File: src/rtl/bin2bcd_seq.sv
// Sequential binary-to-BCD converter (double dabble, one bit per clock).
//
// A conversion is accepted from IDLE on a clock edge with start=1. It then
// performs BIN_W shift steps and one load step. The registered result appears
// with a one-cycle valid pulse BIN_W+1 clocks after the accepting edge.
//
// Ports:
//   clk       rising-edge clock
//   rst_n     asynchronous active-low reset
//   start     conversion request, honoured only while ready=1
//   bin_in    unsigned binary operand, captured on the accepting edge
//   ready     high in IDLE: a start will be accepted
//   valid     one-cycle pulse, a new result is on bcd_out/blank/overflow
//   bcd_out   packed BCD result, digit 0 in [3:0]
//   blank     leading-zero mask, bit i=1 when digit i is a leading zero
//   overflow  operand was >= 10^DIGITS; bcd_out holds the low DIGITS digits
module bin2bcd_seq #(
  parameter int unsigned BIN_W  = 16,
  parameter int unsigned DIGITS = 5
) (
  input  logic                  clk,
  input  logic                  rst_n,
  input  logic                  start,
  input  logic [BIN_W-1:0]      bin_in,
  output logic                  ready,
  output logic                  valid,
  output logic [4*DIGITS-1:0]   bcd_out,
  output logic [DIGITS-1:0]     blank,
  output logic                  overflow
);

  localparam int unsigned CntW  = $clog2(BIN_W + 1);
  localparam int unsigned WorkW = 4 * DIGITS;
  // Every digit except digit 0 is a leading zero of the all-zero value.
  localparam logic [DIGITS-1:0] BlankRst = {DIGITS{1'b1}} << 1;

  typedef enum logic [1:0] {StIdle, StShift, StLoad} state_e;

  state_e              state_q, state_d;
  logic [WorkW-1:0]    work_q, work_d;
  logic [BIN_W-1:0]    shift_q, shift_d;
  logic [CntW-1:0]     cnt_q, cnt_d;
  logic                ovf_q, ovf_d;
  logic [WorkW-1:0]    bcd_q, bcd_d;
  logic [DIGITS-1:0]   blank_q, blank_d;
  logic                ovf_out_q, ovf_out_d;
  logic                valid_q, valid_d;

  logic [WorkW-1:0]    work_adj;
  logic [DIGITS-1:0]   blank_calc;
  logic                upper_zero;

  // Add-3 correction applied to every digit before the shift.
  always_comb begin
    work_adj = work_q;
    for (int i = 0; i < int'(DIGITS); i++) begin
      if (work_q[4*i +: 4] >= 4'd5) begin
        work_adj[4*i +: 4] = work_q[4*i +: 4] + 4'd3;
      end
    end
  end

  // Leading-zero mask of the finished work register; digit 0 is never blanked.
  always_comb begin
    blank_calc = '0;
    upper_zero = 1'b1;
    for (int i = int'(DIGITS) - 1; i >= 1; i--) begin
      upper_zero    = upper_zero & (work_q[4*i +: 4] == 4'd0);
      blank_calc[i] = upper_zero;
    end
  end

  always_comb begin
    state_d   = state_q;
    work_d    = work_q;
    shift_d   = shift_q;
    cnt_d     = cnt_q;
    ovf_d     = ovf_q;
    bcd_d     = bcd_q;
    blank_d   = blank_q;
    ovf_out_d = ovf_out_q;
    valid_d   = 1'b0;

    case (state_q)
      StIdle: begin
        if (start) begin
          shift_d = bin_in;
          work_d  = '0;
          ovf_d   = 1'b0;
          cnt_d   = '0;
          state_d = StShift;
        end
      end
      StShift: begin
        work_d  = {work_adj[WorkW-2:0], shift_q[BIN_W-1]};
        shift_d = {shift_q[BIN_W-2:0], 1'b0};
        // A bit leaving the top digit means the value does not fit.
        ovf_d   = ovf_q | work_adj[WorkW-1];
        cnt_d   = cnt_q + CntW'(1);
        if (cnt_q == CntW'(BIN_W - 1)) begin
          state_d = StLoad;
        end
      end
      StLoad: begin
        bcd_d     = work_q;
        blank_d   = blank_calc;
        ovf_out_d = ovf_q;
        valid_d   = 1'b1;
        state_d   = StIdle;
      end
      default: begin
        state_d = StIdle;
      end
    endcase
  end

  always_ff @(posedge clk or negedge rst_n) begin
    if (!rst_n) begin
      state_q   <= StIdle;
      work_q    <= '0;
      shift_q   <= '0;
      cnt_q     <= '0;
      ovf_q     <= 1'b0;
      bcd_q     <= '0;
      blank_q   <= BlankRst;
      ovf_out_q <= 1'b0;
      valid_q   <= 1'b0;
    end else begin
      state_q   <= state_d;
      work_q    <= work_d;
      shift_q   <= shift_d;
      cnt_q     <= cnt_d;
      ovf_q     <= ovf_d;
      bcd_q     <= bcd_d;
      blank_q   <= blank_d;
      ovf_out_q <= ovf_out_d;
      valid_q   <= valid_d;
    end
  end

  assign ready    = (state_q == StIdle);
  assign valid    = valid_q;
  assign bcd_out  = bcd_q;
  assign blank    = blank_q;
  assign overflow = ovf_out_q;

endmodule

File: config.mk
export PLATFORM = sky130hd
export DESIGN_NAME = bin2bcd_seq
export DESIGN_NICKNAME = d
export VERILOG_FILES = /design/src/rtl/bin2bcd_seq.sv
export SDC_FILE = /design/constraint.sdc
export NUM_CORES = 1
export LEC_CHECK = 0
export CORE_MARGIN = 2
export CORE_UTILIZATION = 30
export DETAILED_ROUTE_END_ITERATION = 6
export DONT_BUFFER_PORTS = 1
export RECOVER_POWER = 100
export SETUP_SLACK_MARGIN = 0.02
export SLEW_MARGIN = 40
export SYNTH_ARGS = -nofsm -noshare
export SYNTH_HDL_FRONTEND = slang
export SYNTH_SLANG_ARGS = --single-unit
File: constraint.sdc
create_clock -name clk -period 2.9 [get_ports clk]
set_input_delay 0.145 -clock clk [delete_from_list [all_inputs] [get_ports clk]]
set_output_delay 0.145 -clock clk [all_outputs]
set_load 0.01 [all_outputs]
* After elaboration in Yosys (flattened, before gate mapping)
Cells that the tools add are included.
** Operators by class
- Bitwise logic cells :: 4
- Reductions and logical operators :: 8
- Add/sub/neg operators :: 6
- Equality and inequality tests :: 5
- Magnitude comparators :: 5
- Multiplexer cells :: 17
** Operators by type and width (number)
- case mux 20 bit (2 select lines) :: 1
- case mux 16 bit (2 select lines) :: 1
- adder 4 x 2 -> 4 bit (second input constant) :: 5
- greater-or-equal comparator 4 x 3 -> 1 bit (second input constant) :: 5
- 2-to-1 mux 20 bit :: 1
- 2-to-1 mux 4 bit :: 5
- logical NOT 4 bit :: 4
- 2-to-1 mux 16 bit :: 1
- case mux 5 bit (2 select lines) :: 1
- adder 5 x 1 -> 5 bit (second input constant) :: 1
- equality test 5 x 4 -> 1 bit (second input constant) :: 1
- 2-to-1 mux 5 bit :: 1
- 2-to-1 mux 2 bit :: 2
- inequality test 2 bit (second input constant) :: 2
- case mux 2 bit (2 select lines) :: 1
- AND reduction 2 bit :: 2
- AND 1 bit :: 3
- equality test 2 x 1 -> 1 bit (second input constant) :: 1
- equality test 2 bit (second input constant) :: 1
- logical NOT 2 bit :: 1
- 2-to-1 mux 1 bit :: 2
- case mux 1 bit (2 select lines) :: 1
- nonzero test 2 bit :: 1
- OR 1 bit :: 1
** Word-level totals
- Logic and storage cells :: 54
- Output and inout bits :: 28
- Register bits after elaboration :: 70

* Depth between registers and ports, before layout
Gate-level depths: netlist (run 1).
- Word-level depth :: 4
- Gate-level depth with buffers :: 6
- Mapped depth without buffers :: 6

* Worst setup path after synthesis (run 1)
No wires, ideal clock.
- Path kind :: register -> register
- Start :: register work_q[16]
- End :: register blank_q[1], in the netlist blank[1]
- Stages on the path, launching flop included :: 7
- Setup time :: 72 ps
- Path slack :: 716 ps
- Data arrival time :: 2112 ps
- Clock period less this slack :: 2184 ps
- Cell sequence :: dfrtp_1 -> inv_1 -> ha_1 -> or3b_1 -> or4b_1 -> or4b_1 -> o21ai_1
** On the way
- Cells in the longest elaborated chain, start to end :: 4
** Ends and longest elaborated chain
- from (decl) :: line 40 : logic [WorkW-1:0] work_q, work_d;
- from (signal assigned) :: line 130 : work_q <= work_d;
- logical NOT 4 bit :: line 68 : upper_zero = upper_zero & (work_q[4*i +: 4] == 4'd0);
- AND 1 bit (3 in a row) :: line 68
- to (signal assigned) :: line 125 : blank_q <= BlankRst;
- to (signal assigned) :: line 135 : blank_q <= blank_d;
- to (decl) :: line 45 : logic [DIGITS-1:0] blank_q, blank_d;
No other way between the ends.
A chain may end at the register's enable or synchronous reset.

* Final worst setup path (run 1)
- Start :: register state_q[1]
- End :: register cnt_q[2]
** On the way
- Cells in the longest elaborated chain, start to end :: 3
- Elaborated cells between the ends (all ways) :: 6
- Those cells by class :: eq/ne: 2; mux: 1; reduce/logical: 3
** Ends and longest elaborated chain
- from (decl) :: line 39 : state_e state_q, state_d;
- from (signal assigned) :: line 119 : state_q <= StIdle;
- from (signal assigned) :: line 129 : state_q <= state_d;
- equality test 2 x 1 -> 1 bit / logical NOT 2 bit (equally long branches) :: line 84 : case (state_q)
- nonzero test 2 bit (no line) / inequality test 2 bit (equally long branches)
- AND reduction 2 bit (no line)
- to (signal assigned) :: line 132 : cnt_q <= cnt_d;
- to (decl) :: line 42 : logic [CntW-1:0] cnt_q, cnt_d;
Several ways; a longest one is shown, not always the timed one.

==> impl_metrics.py, run 1 <==
metrics = {
    "status": {
        "status": "complete, but fails checks",
        "violations": "max-capacitance violations, max-slew violations",
    },
    "timing": {
        "setup_viol": 0,
        "max_slew.worst_pin.slew_ns": 1.69,
        "hold_ws_ns": 0.0960,
        "timing.final.crit_period_ns": 2.43,
        "grt_setup_unrepaired": "false",
        "finClkSkew_ns": 0.0129,
        "hold_violations": 0,
        "slew_viol_final": 97,
        "timing.final.crit_share": 0.837,
        "final.setup.tns_ns": 0,
        "relSlewSlack": -0.127,
        "fmax_mhz": 412,
    },
    "hold_path": {
        "hp-start": "start",
        "min_path_type": "in -> reg",
    },
    "detailed_routing": {
        "final_antenna_net_count": 0,
        "vias_per_cell": 4.94,
        "drtIter0Drc": 72,
        "wl_per_cell_um": 14.9,
        "drc": 0,
        "dr.pass1.iters": 4,
        "vias": 2268,
        "routed_wl_mm": 6.86,
    },
    "logic_synthesis": {
        "synth_compound_area_frac": 0.175,
        "yosys.cell_types.count": 35,
        "synth.area.mux_share": 0.0380,
        "synth_top_flop_cell": "dfrtp_1",
        "syn-num-nets": 347,
        "yosys_register_bits": 70,
        "ys_seq_area_frac": 0.539,
        "syn_inst": 313,
        "syn_area_um2": 3260,
        "synthSimpleGateAreaFrac": 0.131,
        "yosys.area_share.adder": 0.0576,
        "synth_edf_count": 0,
        "synth_top_family_by_area": "compound AO/OA/AOI/OAI gates",
        "avgSynthCellArea_um2": 10.4,
        "async_flop_share": 1.00,
        "synth_xor_xnor_area_share": 0.0188,
        "ys_warn_count": 0,
    },
    "layout": {
        "area_growth_pct": 11.0,
        "stdcell_area_um2": 3620,
        "n_antenna_cell": 0,
        "post-route-util": 0.338,
        "fin_nets": 348,
        "finalNonFillerCells": 459,
        "mostFrequentLayoutCells": "66 x dfrtp_1, 39 x nand2_1, 38 x o21ai_0, 22 x a21oi_1, 16 x nor3b_1",
        "final_common_cell": "dfrtp_1",
        "drive_above_1_share": 0.0940,
    },
    "floorplan": {
        "die_y_um": 108,
        "ios": 47,
        "initial_core_util": 0.305,
        "core_um2": 10700,
        "dieWidth_um": 108,
        "rows": 38,
        "dieArea_um2": 11700,
    },
    "worst_setup_path": {
        "critPathRequiredTime_ns": 3.16,
        "worst-r2r-setup-slack_ns": 0.47,
        "start_kind": "flip-flop",
        "critPathCaptureType": "flip-flop",
        "path_max_fanout": 25,
        "crit_path_start": "state_q[1]",
        "rr_startpoint": "state_q[1]",
        "arrival_ns": 2.69,
        "crit_type": "reg -> reg",
    },
    "placement": {
        "placedCellCount": 441,
        "routabilityCongestion": 0.785,
        "placedInstanceArea_um2": 3410,
        "portBuffers": 0,
        "dp_hpwl_mm": 4.52,
    },
    "power": {
        "leakagePower_nw": 1.55,
        "peakVddDrop_mv": 0.376,
        "power_density_nw_per_um2": 1010,
    },
    "global_routing": {
        "grt_overflow_total": 0,
        "grt_pass1_wl_mm": 11.7,
        "grt_pass1_vias": 2355,
        "antenna_found_initial": 0,
        "grtUsageTotal": 0.126,
        "grt_max_degree": 71,
    },
    "clock_tree": {
        "clkSinkCount": 70,
        "htreeDepth": 3,
        "cts-root-buf": "clkbuf_8",
        "numCtsBuffers": 9,
        "cts_max_path_buffers": 2,
        "cts_tree": "built",
        "clk_latency_ns": 0.34,
        "cts_setup_buffers": 0,
        "clkTransAtPathRegs_ns": 0.08,
    },
    "run": {
        "max_cap_viol_count": 2,
    },
}
## power by group
part | internal, W | switching (W) | leakage, nW
logic | 0.000525 | 0.000693 | 0.536
clock network | 0.000445 | 0.000381 | 0.109
registers | 0.00130 | 0.000302 | 0.909
## synthesized netlist by cell type, types with 6 or more instances
master | number | area share
dfrtp_1 | 66 | 0.51
o21ai_0 | 36 | 0.055
nand2b_1 | 8 | 0.015
ha_1 | 15 | 0.058
a21oi_1 | 22 | 0.034
o22ai_1 | 8 | 0.015
mux2_2 | 11 | 0.038
inv_1 | 14 | 0.016
o311ai_0 | 6 | 0.016
nand2_1 | 39 | 0.045
nand3_1 | 6 | 0.0092
nor3b_1 | 16 | 0.037
o31ai_1 | 7 | 0.016
clkbuf_1 | 15 | 0.017
## state kept, by name (all words and copies together), names as in the netlist, 2 cells and up
signal and cells:
work_q 20, blank 4, state_q 2, bcd_out 20, shift_q 16, cnt_q 5
## worst max-delay path, stage by stage (launching register included)
cell	delay, ns
dfrtp_1	0.77
or2_0	1.21
o21ai_0	0.24
o21ai_0	0.13
## cells by family after synthesis
group	count (synthesis)
AND/OR/NAND/NOR	82
multiplexers	11
XOR/XNOR	7
AO/OA/AOI/OAI	94
flip-flops	70
buffers and inverters	33
adder cells (fa/ha/maj)	15
other	1
## final timing paths
kind                       depth (start not counted)          end
max                                                3     cnt_q[2]
min reg2reg                                        2    work_q[0]
max in group asynchronous                          2   work_q[19]
max reg2reg                                        3     cnt_q[2]
min                                                3        ovf_q
min in group asynchronous                          2  shift_q[11]
## cell type report
cell class	count	area, um^2
Tap cell	140	175
Fill cell	1103	7080
Inverter	14	52.6
Clock buffer	11	151
Multi-Input combinational cell	210	1370
Clock inverter	5	57.6
Sequential cell	70	1760
Timing Repair Buffer	9	48.8
## per-layer routing
layer | global-route usage | wire (um) | vias to the layer above
met5 | 0 | 0 | -
met4 | 0.0385 | 91 | 0
met2 | 0.200 | 3180 | 39
met1 | 0.163 | 3230 | 1107
met3 | 0.0428 | 366 | 9
li1 | - | - | 1113
## metrics by stage
stage | total power, W | worst slack, ns
finish | 0.00364 | 0.472
detailed placement | 0.00284 | 0.504
global placement | 0.00278 | 0.606
global route | 0.00396 | 0.209
CTS | 0.00371 | 0.498
floorplan | 0.00251 | 0.716
## repair_timing
action	in CTS	in global routing
endpoints found under the hold margin	70	0
hold buffers	2	0
resized for setup	0	0
Power figures use the tool's default switching activity.
==> run 2, diff against run 1 <==
clock period = 1.95 ns   (was 2.9 ns; I/O delays follow)
==> run 2 against run 1 <==
Against the previous run: worst hold slack got worse by 0.060 ns; setup slack got worse by 0.70 ns; clock skew increased by 0.0015 ns; sequential power increased by 48%; sequential share of layout area decreased by 1.3 points; the flow finishes with violations (max-capacitance violations, max-slew violations, negative setup slack); largest power group unchanged; wire length increased by 0.58%; flip-flop and latch count unchanged; non-clock buffer count increased by 10; combinational power increased by 64%; critical path depth increased by 3; global-route usage increased by 0.19 points.
==> impl_metrics.py, run 2 (same netlist as run 1, synthesis figures left out) <==
metrics = {
    "power": {
        "clkPwrFrac": 0.213,
        "p_seq_frac": 0.425,
        "power_w": 0.00554,
        "internal-power_w": 0.00347,
        "power_density_nw_per_um2": 1490,
        "peakVddDrop_mv": 0.531,
        "pwr-share-comb": 0.361,
        "switchingPower_w": 0.00207,
        "leakagePower_nw": 1.60,
        "sw_frac_of_total": 0.374,
    },
    "status": {
        "status": "complete, but fails checks",
        "violations": "max-capacitance violations, max-slew violations, negative setup slack",
    },
    "floorplan": {
        "initial_core_util": 0.305,
        "core_um2": 10700,
        "die_y_um": 108,
        "dieWidth_um": 108,
        "ios": 47,
        "rows": 38,
        "dieArea_um2": 11700,
    },
    "timing": {
        "timing.final.crit_period_ns": 2.18,
        "slew_viol_final": 71,
        "finClkSkew_ns": 0.0144,
        "hold_violations": 0,
        "hold_ws_ns": 0.0360,
        "setup_viol": 2,
        "grt_setup_unrepaired": "true",
        "fin_ws_ns": -0.225,
        "timing.final.crit_share": 1.12,
        "fmax_mhz": 460,
        "max_slew.worst_pin.slew_ns": 1.74,
        "relSlewSlack": -0.160,
    },
    "clock_tree": {
        "cts-root-buf": "clkbuf_8",
        "clk_latency_ns": 0.34,
        "numCtsBuffers": 9,
        "cts_tree": "built",
        "htreeDepth": 3,
        "clkSinkCount": 70,
        "cts_max_path_buffers": 2,
        "clkTransAtPathRegs_ns": 0.08,
    },
    "layout": {
        "drive_above_1_share": 0.152,
        "area_growth_pct": 14.0,
        "final_common_cell": "dfrtp_1",
        "fill_cells": 1092,
        "fin_nets": 358,
        "n_antenna_cell": 0,
        "mostFrequentLayoutCells": "66 x dfrtp_1, 39 x nand2_1, 36 x o21ai_0, 22 x a21oi_1, 16 x nor3b_1",
    },
    "global_routing": {
        "grt_max_degree": 71,
        "grt_pass1_vias": 2332,
        "grtUsageTotal": 0.128,
        "antenna_found_initial": 0,
        "grt_overflow_total": 0,
        "grt_pass1_wl_mm": 11.8,
    },
    "detailed_routing": {
        "dr.pass1.iters": 5,
        "wl_per_cell_um": 14.7,
        "final_antenna_net_count": 0,
        "vias": 2304,
        "drtIter0Drc": 125,
        "routed_wl_mm": 6.90,
        "vias_per_cell": 4.91,
        "drc": 0,
    },
    "worst_setup_path": {
        "cp_num_buf_inv": 1,
        "arrival_ns": 2.45,
        "crit_chain": "inv_2 > ha_4 > or3b_4 > or4b_4 > or4b_4 > o21ai_2",
        "critPathRequiredTime_ns": 2.22,
        "worst-r2r-setup-slack_ns": -0.23,
        "crit_slowest_cell": "or4b_4",
        "crit_family": "simple AND/OR/NAND/NOR gates",
        "max_stage_delay_ns": 0.51,
        "crit_path_frequent_cell": "or4b_4",
        "path_max_fanout": 2,
        "critPathCaptureType": "flip-flop",
        "crit_type": "reg -> reg",
        "start_kind": "flip-flop",
    },
    "placement": {
        "routabilityCongestion": 0.722,
        "dp_hpwl_mm": 4.55,
        "portBuffers": 0,
    },
    "hold_path": {
        "min_path_type": "in -> reg",
    },
    "run": {
        "max_cap_viol_count": 1,
    },
}
run 2: cell types whose count changed in the layout (fill, tap and decap cells not counted), sizes merged:
cell,previous run,this run
buf,2,11
clkinv,4,1
clkinvlp,0,2
clkbuf,17,18
inv,14,15
run 2: path summary, 6_finish.rpt:
path / from / to / cells past startpoint
max in group asynchronous: rst_n / cnt_q[3] / 2
worst max-delay path: work_q[16] / blank[2] / 6
worst min-delay path: bin_in[0] / shift_q[0] / 3
worst max register to register: work_q[16] / blank[2] / 6
min in group asynchronous: rst_n / shift_q[12] / 2
worst min register to register: shift_q[15] / work_q[0] / 2
run 2: through the flow:
stage / setup slack, ns / cells / util / instance area, um^2 / setup TNS, ns
6_report: -0.225 / 469 / 0.347 / 3710 / -0.447
5_1_grt: -0.309 / 469 / 0.347 / 3710 / -15.56
4_1_cts: -0.249 / 469 / 0.351 / 3750 / -0.479
3_5_place_dp: -0.264 / 450 / 0.326 / 3490 / -0.516
3_3_place_gp: -0.208 / 450 / 0.326 / 3490 / -0.403
2_1_floorplan: -0.170 / 313 / - / 3270 / -0.328
run 2: final cells by class:
cell class                      count  area [um^2]  share of cell area
Sequential cell                    70         1760               0.473
Multi-Input combinational cell    210         1400               0.378
Tap cell                          140          175              0.0472
Clock buffer                       11          141              0.0381
Timing Repair Buffer               19          125              0.0337
Clock inverter                      5         58.8              0.0158
Inverter                           14         52.6              0.0142
run 2: worst min-delay path, stage by stage:
cell and delay, ns:
inv_1 0.03, a2bb2oi_1 0.14, o21ai_0 0.08
run 2: repair_timing:
action / in CTS / in global routing
endpoints found under the hold margin: 70 / 0
hold buffers: 2 / 0
pin swaps: 2 / 1
gates resized for setup: 5 / 0
buffers inserted: 1 / 0
setup endpoints to repair: 2 / 2
run 2: layer usage:
layer,share of wire,routed length [um],global-route usage,vias to the layer above
met3,0.067,464,0.0542,6
met2,0.47,3220,0.201,55
met5,0,0,0,-
met1,0.46,3150,0.165,1121
met4,0.0099,68,0.0284,0
li1,-,-,-,1122
run 2: power groups by stage:
stage / logic, W / registers, W / clock network (W)
floorplan: 0.00148 / 0.00228 / 0
global placement: 0.00191 / 0.00236 / 0
detailed placement: 0.00199 / 0.00238 / 0
CTS: 0.00206 / 0.00236 / 0.00122
global route: 0.00229 / 0.00244 / 0.00129
finish: 0.00200 / 0.00236 / 0.00118
==> run 3, diff against run 2 <==
CTS_BUF_LIST = sky130_fd_sc_hd__clkbuf_2 sky130_fd_sc_hd__clkbuf_4 sky130_fd_sc_hd__clkbuf_8   (was not set)
==> run 3 against run 2 <==
Against the previous run: the run still ends with max-capacitance violations, max-slew violations, negative setup slack left; setup slack lost 0.0032 ns; sequential power about the same; critical path depth is the same; wire length increased by 0.52%; sequential share of layout area barely moved; worst hold slack worse by 0.0081 ns; combinational power hardly changed; largest power group unchanged.
==> impl_metrics.py, run 3 (same netlist as run 1, synthesis figures left out) <==
metrics = {
    "floorplan": {
        "dieArea_um2": 11700,
        "dieWidth_um": 108,
        "rows": 38,
        "initial_core_util": 0.305,
        "die_y_um": 108,
        "core_um2": 10700,
        "ios": 47,
    },
    "run": {
        "max_cap_viol_count": 1,
    },
    "worst_setup_path": {
        "arrival_ns": 2.45,
        "start_kind": "flip-flop",
        "crit_type": "reg -> reg",
        "critPathCaptureType": "flip-flop",
        "path_max_fanout": 2,
        "crit_path_frequent_cell": "or4b_4",
        "crit_slowest_cell": "or4b_4",
        "critPathRequiredTime_ns": 2.23,
        "crit_family": "simple AND/OR/NAND/NOR gates",
        "cp_num_buf_inv": 1,
        "max_stage_delay_ns": 0.51,
        "crit_chain": "inv_2 > ha_4 > or3b_4 > or4b_4 > or4b_4 > o21ai_2",
    },
    "power": {
        "leakagePower_nw": 1.60,
        "internal-power_w": 0.00349,
        "p_seq_frac": 0.424,
        "peakVddDrop_mv": 0.533,
        "power_density_nw_per_um2": 1500,
        "clkPwrFrac": 0.216,
        "sw_frac_of_total": 0.373,
        "pwr-share-comb": 0.360,
        "switchingPower_w": 0.00208,
    },
    "clock_tree": {
        "htreeDepth": 3,
        "numCtsBuffers": 9,
        "cts-root-buf": "clkbuf_8",
        "cts_tree": "built",
        "clk_latency_ns": 0.35,
        "clkSinkCount": 70,
        "clkTransAtPathRegs_ns": 0.09,
        "cts_max_path_buffers": 2,
    },
    "layout": {
        "area_growth_pct": 14.1,
        "mostFrequentLayoutCells": "66 x dfrtp_1, 39 x nand2_1, 36 x o21ai_0, 22 x a21oi_1, 16 x nor3b_1",
        "fill_cells": 1090,
        "drive_above_1_share": 0.155,
        "post-route-util": 0.347,
        "final_common_cell": "dfrtp_1",
        "multi_input_area_um2": 1400,
        "fin_nets": 358,
        "seqCellArea_um2": 1760,
        "n_antenna_cell": 0,
    },
    "detailed_routing": {
        "dr.pass1.iters": 4,
        "vias": 2340,
        "routed_wl_mm": 6.94,
        "final_antenna_net_count": 0,
        "drc": 0,
        "drtIter0Drc": 130,
        "vias_per_cell": 4.99,
        "wl_per_cell_um": 14.8,
    },
    "global_routing": {
        "grt_overflow_total": 0,
        "grt_pass1_wl_mm": 11.8,
        "grt_max_degree": 71,
        "grt_pass1_vias": 2337,
        "grtUsageTotal": 0.128,
        "antenna_found_initial": 0,
    },
    "timing": {
        "finClkSkew_ns": 0.0163,
        "fin_ws_ns": -0.228,
        "hold_ws_ns": 0.0279,
        "slew_viol_final": 71,
        "relSlewSlack": -0.154,
        "final.setup.tns_ns": -0.450,
        "max_slew.worst_pin.slew_ns": 1.73,
        "grt_setup_unrepaired": "true",
        "timing.final.crit_share": 1.12,
        "fmax_mhz": 459,
        "setup_viol": 2,
        "hold_violations": 0,
        "timing.final.crit_period_ns": 2.18,
    },
    "hold_path": {
        "min_path_type": "in -> reg",
    },
    "status": {
        "status": "complete, but fails checks",
        "violations": "max-capacitance violations, max-slew violations, negative setup slack",
    },
    "placement": {
        "pre_cts_slack_ns": -0.264,
        "portBuffers": 0,
        "dp_hpwl_mm": 4.55,
        "routabilityCongestion": 0.722,
    },
}
[run 3: cell counts in the layout (fill, tap and decap cells not counted)]
No cell type changed its count.
[run 3: worst paths after layout]
| kind | startpoint | endpoint | slack (ns) | depth (start not counted) |
|---|---|---|---|---|
| min in group asynchronous | rst_n | work_q[16] | 0.76 | 2 |
| max in group asynchronous | rst_n | bcd_out[0] | 0.17 | 2 |
| setup reg to reg | work_q[16] | blank[2] | -0.23 | 6 |
| hold / removal | bin_in[0] | shift_q[0] | 0.03 | 3 |
| hold reg to reg | shift_q[15] | work_q[0] | 0.48 | 2 |
| setup / recovery | work_q[16] | blank[2] | -0.23 | 6 |
[run 3: per-stage QoR]
stage	area [um^2]	cells	power, W
6_report	3720	469	0.00556
3_3_place_gp	3490	450	0.00427
3_5_place_dp	3490	450	0.00437
2_1_floorplan	3270	313	0.00375
5_1_grt	3720	469	0.00604
4_1_cts	3760	469	0.00566
[run 3: power groups by stage]
stage | Clock, W | Combinational (W) | Sequential [W]
3_3_place_gp | 0 | 0.00191 | 0.00236
2_1_floorplan | 0 | 0.00148 | 0.00228
6_report | 0.00120 | 0.00200 | 0.00236
3_5_place_dp | 0 | 0.00199 | 0.00238
4_1_cts | 0.00124 | 0.00206 | 0.00236
5_1_grt | 0.00130 | 0.00229 | 0.00244
[run 3: tightest hold or removal path, delay by kind of cell]
kind	cells	cell delay (ns)
AO/OA/AOI/OAI	2	0.22
buffers and inverters	1	0.03
[run 3: layout make-up]
class | count | area share
Timing Repair Buffer | 19 | 0.0337
Tap cell | 140 | 0.0471
Multi-Input combinational cell | 210 | 0.378
Inverter | 14 | 0.0141
Sequential cell | 70 | 0.473
Clock inverter | 5 | 0.0158
Clock buffer | 11 | 0.0390
[run 3: repair_timing]
item                       CTS  global route
setup endpoints to repair    2             2
pin swaps                    2             1
gates resized for setup      5             0
hold endpoints to repair    70             0
hold buffers                 2             0
setup buffers                1             0
[run 3: metal layers]
layer	part of all wire	vias up	global-route usage	wire length [um]
met1	0.45	1162	0.165	3150
met2	0.48	51	0.201	3300
met5	0	-	0	0
met3	0.064	4	0.0542	444
li1	-	1123	-	-
met4	0.0071	0	0.0284	49
